[src/rtl/dcache_port_arbiter.sv]
// ----------------------------------------------------------------------------
// dcache_port_arbiter
//
// Shares a single D-cache port between the EX stage and a small replay queue.
// The replay queue holds value-prediction verify loads. At most one D-cache
// request is outstanding at a time. EX normally has priority. A starve counter
// forces a replay grant after STARVE_LIMIT EX grants while replays are waiting.
//
// Ports
//   clk, rst_n                 clock, asynchronous active-low reset
//   ex_valid/write/addr/wdata  EX request; held by EX until ex_ready
//   ex_ready, ex_rdata         EX completion (combinational from dc_resp_valid)
//   rp_push/addr/pc            enqueue a verify load
//   rp_full, rp_overflow       queue full / push dropped (one-cycle pulse)
//   rp_done/done_pc/rdata      verify load completion (combinational)
//   dc_valid/write/addr/wdata  D-cache request, driven from issue registers only
//   dc_resp_valid, dc_rdata    D-cache completion of the current request
//   busy                       arbiter not IDLE
// ----------------------------------------------------------------------------
module dcache_port_arbiter #(
    parameter int DATA_WIDTH   = 32,
    parameter int ADDR_WIDTH   = 32,
    parameter int QDEPTH       = 2,
    parameter int STARVE_LIMIT = 4
) (
    input  logic                  clk,
    input  logic                  rst_n,

    input  logic                  ex_valid,
    input  logic                  ex_write,
    input  logic [ADDR_WIDTH-1:0] ex_addr,
    input  logic [DATA_WIDTH-1:0] ex_wdata,
    output logic                  ex_ready,
    output logic [DATA_WIDTH-1:0] ex_rdata,

    input  logic                  rp_push,
    input  logic [ADDR_WIDTH-1:0] rp_addr,
    input  logic [DATA_WIDTH-1:0] rp_pc,
    output logic                  rp_full,
    output logic                  rp_overflow,
    output logic                  rp_done,
    output logic [DATA_WIDTH-1:0] rp_done_pc,
    output logic [DATA_WIDTH-1:0] rp_rdata,

    output logic                  dc_valid,
    output logic                  dc_write,
    output logic [ADDR_WIDTH-1:0] dc_addr,
    output logic [DATA_WIDTH-1:0] dc_wdata,
    input  logic                  dc_resp_valid,
    input  logic [DATA_WIDTH-1:0] dc_rdata,

    output logic                  busy
);

    localparam int QAW = $clog2(QDEPTH);        // queue index width
    localparam int PW  = QAW + 1;               // pointer width incl. wrap bit
    localparam int SW  = $clog2(STARVE_LIMIT + 1);

    typedef enum logic [1:0] {
        IDLE    = 2'd0,
        EX_WAIT = 2'd1,
        RP_WAIT = 2'd2
    } state_t;

    state_t state;

    // ------------------------------------------------------------------
    // Replay queue
    // ------------------------------------------------------------------
    logic [ADDR_WIDTH-1:0] q_addr [QDEPTH];
    logic [DATA_WIDTH-1:0] q_pc   [QDEPTH];
    logic [PW-1:0]         wr_ptr;
    logic [PW-1:0]         rd_ptr;
    logic [PW-1:0]         q_count;
    logic [QAW-1:0]        wr_idx;
    logic [QAW-1:0]        rd_idx;
    logic                  q_empty;
    logic                  push_ok;
    logic                  pop;

    // Pointer difference wraps modulo 2*QDEPTH, so the wrap bit separates
    // full from empty without a separate counter.
    assign q_count = wr_ptr - rd_ptr;
    assign q_empty = (q_count == '0);
    assign rp_full = (q_count == PW'(QDEPTH));
    assign wr_idx  = wr_ptr[QAW-1:0];
    assign rd_idx  = rd_ptr[QAW-1:0];

    // ------------------------------------------------------------------
    // Grant decision (only meaningful in IDLE). Uses registered queue state,
    // so a push into an empty queue becomes eligible one cycle later.
    // ------------------------------------------------------------------
    logic [SW-1:0] starve;
    logic          starve_hit;
    logic          grant_rp;
    logic          grant_ex;

    assign starve_hit = !q_empty && (starve == SW'(STARVE_LIMIT));
    assign grant_rp   = (state == IDLE) && !q_empty && (starve_hit || !ex_valid);
    assign grant_ex   = (state == IDLE) && ex_valid && !starve_hit;

    assign pop = grant_rp;
    // A pop at the same edge frees the slot the push is about to use.
    assign push_ok     = rp_push && (!rp_full || pop);
    assign rp_overflow = rp_push && rp_full && !pop;

    always_ff @(posedge clk or negedge rst_n) begin
        if (!rst_n) begin
            wr_ptr <= '0;
            rd_ptr <= '0;
            for (int i = 0; i < QDEPTH; i++) begin
                q_addr[i] <= '0;
                q_pc[i]   <= '0;
            end
        end else begin
            if (push_ok) begin
                q_addr[wr_idx] <= rp_addr;
                q_pc[wr_idx]   <= rp_pc;
                wr_ptr         <= wr_ptr + PW'(1);
            end
            if (pop) begin
                rd_ptr <= rd_ptr + PW'(1);
            end
        end
    end

    // ------------------------------------------------------------------
    // Starve counter: counts EX grants that bypass waiting replays.
    // ------------------------------------------------------------------
    always_ff @(posedge clk or negedge rst_n) begin
        if (!rst_n) begin
            starve <= '0;
        end else if (q_empty || grant_rp) begin
            starve <= '0;
        end else if (grant_ex && (starve != SW'(STARVE_LIMIT))) begin
            starve <= starve + SW'(1);
        end
    end

    // ------------------------------------------------------------------
    // Port FSM with issue registers. The D-cache sees only these registers,
    // so the request is stable for the whole WAIT state.
    // ------------------------------------------------------------------
    logic                  iss_valid;
    logic                  iss_write;
    logic [ADDR_WIDTH-1:0] iss_addr;
    logic [DATA_WIDTH-1:0] iss_wdata;
    logic [DATA_WIDTH-1:0] iss_pc;

    always_ff @(posedge clk or negedge rst_n) begin
        if (!rst_n) begin
            state     <= IDLE;
            iss_valid <= 1'b0;
            iss_write <= 1'b0;
            iss_addr  <= '0;
            iss_wdata <= '0;
            iss_pc    <= '0;
        end else begin
            unique case (state)
                IDLE: begin
                    // dc_resp_valid is ignored here: nothing is outstanding.
                    if (grant_rp) begin
                        state     <= RP_WAIT;
                        iss_valid <= 1'b1;
                        iss_write <= 1'b0;
                        iss_addr  <= q_addr[rd_idx];
                        iss_wdata <= '0;
                        iss_pc    <= q_pc[rd_idx];
                    end else if (grant_ex) begin
                        state     <= EX_WAIT;
                        iss_valid <= 1'b1;
                        iss_write <= ex_write;
                        iss_addr  <= ex_addr;
                        iss_wdata <= ex_wdata;
                        iss_pc    <= '0;
                    end
                end
                EX_WAIT, RP_WAIT: begin
                    if (dc_resp_valid) begin
                        state     <= IDLE;
                        iss_valid <= 1'b0;
                    end
                end
                default: begin
                    state     <= IDLE;
                    iss_valid <= 1'b0;
                end
            endcase
        end
    end

    assign dc_valid = iss_valid;
    assign dc_write = iss_write;
    assign dc_addr  = iss_addr;
    assign dc_wdata = iss_wdata;
    assign busy     = (state != IDLE);

    // Completion is combinational so the requester sees it in the response
    // cycle; data is zeroed outside completion cycles.
    assign ex_ready   = (state == EX_WAIT) && dc_resp_valid;
    assign ex_rdata   = ex_ready ? dc_rdata : '0;
    assign rp_done    = (state == RP_WAIT) && dc_resp_valid;
    assign rp_rdata   = rp_done ? dc_rdata : '0;
    assign rp_done_pc = rp_done ? iss_pc : '0;

endmodule

[config.mk]
export PLATFORM = sky130hd
export DESIGN_NAME = dcache_port_arbiter
export DESIGN_NICKNAME = d
export VERILOG_FILES = /design/src/rtl/dcache_port_arbiter.sv
export SDC_FILE = /design/constraint.sdc
export NUM_CORES = 1
export LEC_CHECK = 0
export CORE_MARGIN = 3
export CORE_UTILIZATION = 35
export DETAILED_ROUTE_END_ITERATION = 8
export MAX_ROUTING_LAYER = met4
export PLACE_DENSITY_LB_ADDON = 0.25
export REMOVE_ABC_BUFFERS = 1
export SLEW_MARGIN = 5
export SYNTH_ARGS = -nofsm -noshare
export SYNTH_HDL_FRONTEND = slang
export SYNTH_SLANG_ARGS = --single-unit
[constraint.sdc]
create_clock -name clk -period 3 [get_ports clk]
set_input_delay 0.3 -clock clk [delete_from_list [all_inputs] [get_ports clk]]
set_output_delay 0.3 -clock clk [all_outputs]
set_load 0.01 [all_outputs]
==> flow_summary.yaml <==
worst_setup_path:
  slowest_delay_ps: 530
  critPathMaxFanout: 4
  ff2ff_path_depth: 8
  worstSetupEndpoint: "rp_overflow"
  required_ps: 2700
  path_cells: "inv_1 -> ha_1 -> a21bo_2 -> a211oi_2 -> and2_1 -> clkdlybuf4s50_1"
  cp-startpoint: "starve[0]"
  r2r-start: "starve[0]"
  r2r-end: "q_pc[54]"
  crit_type: "reg -> out"
  critPathCaptureType: "primary output"
  crit_cells: 6
  arrival_ps: 2350
  cp.buffers_inverters: 2
  startpoint_type: "flop"
  cpMaxStageDelayCell: "clkdlybuf4s50_1"
  cpLargestDelayFamily: "buffers and inverters"
  reg2reg_slack_ps: 690
cells_and_area:
  stdcell_count: 1527
  nets: 1289
  final_util_pct: 51.11
  syn_to_final_growth_pct: 42.51
  diodes: 0
  drive_above_1_share_pct: 17.50
  design_area_um2: 15270
timing:
  fin_setup_tns_ps: 0
  hold_violations: 0
  skew_ps: 13.13
  max_freq_mhz: 377.5
  drv_slew: 0
  setup_ws_ps: 351.3
  worstMarginPinSlew_ps: 768.7
  min_period_ps: 2649
  setup_viol: 0
  relSlewSlack_pct: 48.75
  hold_slack_ps: 347.2
  rsz0062_at_grt: "false"
  fin_crit_sh_pct: 88.29
detailed_routing:
  post_drt_wl_per_cell_um: 19.07
  postRouteAntennaNets: 0
  first_pass_iters: 4
  top_layer: "met4"
  drtIter0Drc: 417
  avgViaCountPerCell: 4.954
  wl_um: 29120
  drc: 0
  met1_length_um: 12990
  vias: 7564
  wl_met3_um: 1157
  met2_length_um: 14450
grt:
  grt_overflow: 0
  grt_max_degree: 100
  grt_first_pass_wirelength_um: 46460
  grt_pass1_vias: 7897
  grtUsageTotal_pct: 17.71
  antenna_found_initial: 0
clock_tree:
  cts.path.max_buffers: 3
  clkLatencyLatePin_ps: 530
  ctsHoldBuffers: 1
  cts_setup_buffers: 0
  cts-resized-gates: 0
  cts_tree: "built"
  clkTransAtPathRegs_ps: 60
  clock-sinks: 235
  cts_buffers: 27
  clock-root-buffer: "clkbuf_16"
  htree_num_levels: 1
synth:
  yosysUniqueCellTypes: 36
  synth_edf_count: 0
  ys_ff_latch: 235
  synth_area_um2: 10710
  syn_inst: 808
  ys_seq_area_share_pct: 54.89
  synthArstFlopShare_pct: 100.0
  ys.flop_type: "dfrtp_1"
  avgSynthCellArea_um2: 13.26
  yosys_warnings: 0
pwr:
  powerDensity_nw_per_um2: 1037
  vdd_drop_max_mv: 1.074
  leakage_nw: 6.984
  power_mw: 15.84
die:
  core_area_um2: 29870
  num_rows: 63
  ios: 333
  initial_core_util_pct: 35.86
  die_h_um: 181.0
  die_w_um: 181.0
  dieArea_um2: 32750
placement:
  place_ws_ps: 482.2
  io_buffers: 332
  placedInstanceArea_um2: 14410
  gp_congestion: 0.7830
  place_hpwl_um: 18720
  place_inst: 1478
job:
  drv_cap: 0
run_status:
  status: "complete, no violations"
hold_path:
  hold_class: "in -> async"
## metal layers
metal  up-vias  track usage [%]
li1       3540                -
met1      3835            23.89
met2       157            28.70
met3        32            2.758
met4         0            3.595
met5         -                -
## placed cells by master (no fill, tap or decap), types with 8 or more instances in the layout
| cell | n |
|---|---|
| inv_1 | 8 |
| dfrtp_1 | 234 |
| mux2_4 | 99 |
| mux2_2 | 29 |
| a22o_1 | 33 |
| clkbuf_16 | 27 |
| clkdlybuf4s50_1 | 330 |
| o21ai_0 | 33 |
| nor2_1 | 39 |
| buf_12 | 9 |
| mux2i_1 | 65 |
| and3_1 | 96 |
| nand2_1 | 34 |
| a221o_1 | 32 |
## Yosys cell counts, drive strengths merged, types with 2 or more instances
master	instances	area (µm²)
and2	3	18.77
a22o	33	289.0
o21ai	33	165.2
dfrtp	235	5881
inv	8	30.03
and3	97	611.8
xnor2	2	17.52
ha	5	62.56
o211ai	2	20.02
nand2	34	127.6
mux2i	65	650.6
o31ai	2	20.02
nor2	40	150.1
mux2	128	1813
a221o	32	320.3
o22ai	2	12.51
clkbuf	34	127.6
nand3	3	15.01
xor2	4	42.55
a21oi	5	25.02
buf	34	254.0
## how the worst min path moves through the flow
| stage | startpoint | endpoint | slack, ps | cells past startpoint |
|---|---|---|---|---|
| after floorplan | rst_n | dc_addr[0] | 4 | 0 |
| after global placement | rst_n | dc_wdata[11] | 320 | 1 |
| after detailed placement | rst_n | dc_wdata[11] | 330 | 1 |
| after CTS | rst_n | dc_wdata[11] | 360 | 2 |
| after global routing | ex_wdata[4] | dc_wdata[4] | 350 | 2 |
| final | rst_n | dc_wdata[11] | 350 | 2 |
## cell families after synthesis
logic type,synth area share (%)
compound gates,8.303
fa+ha+maj,0.5839
flops,54.89
mux,22.99
xor+xnor,0.5607
simple gates,8.829
buf+inv,3.842
## power by group
part           leakage [nW]  total (mW)  switching, mW  internal (mW)
Sequential             2.87        5.58          0.845           4.73
Combinational          3.69        7.11           3.11           4.00
Clock                 0.425        3.14           1.28           1.86
## area by class of cell
type	instances	area (µm²)
multi-input combinational	497	4447
timing repair buffer	349	3566
inverter	8	30.03
sequential	235	5884
tap	390	488.0
clock buffer	37	763.2
fill	2645	14610
clock inverter	11	90.09
## state kept, by name (all words and copies together), names as in the netlist
signal and cells:
dc_write 1, q_pc 64, wr_ptr 2, dc_addr 32
rd_ptr 2, dc_wdata 32, dc_valid 1, state 2
iss_pc 32, q_addr 64, starve 3
Power figures use the tool's default switching activity.
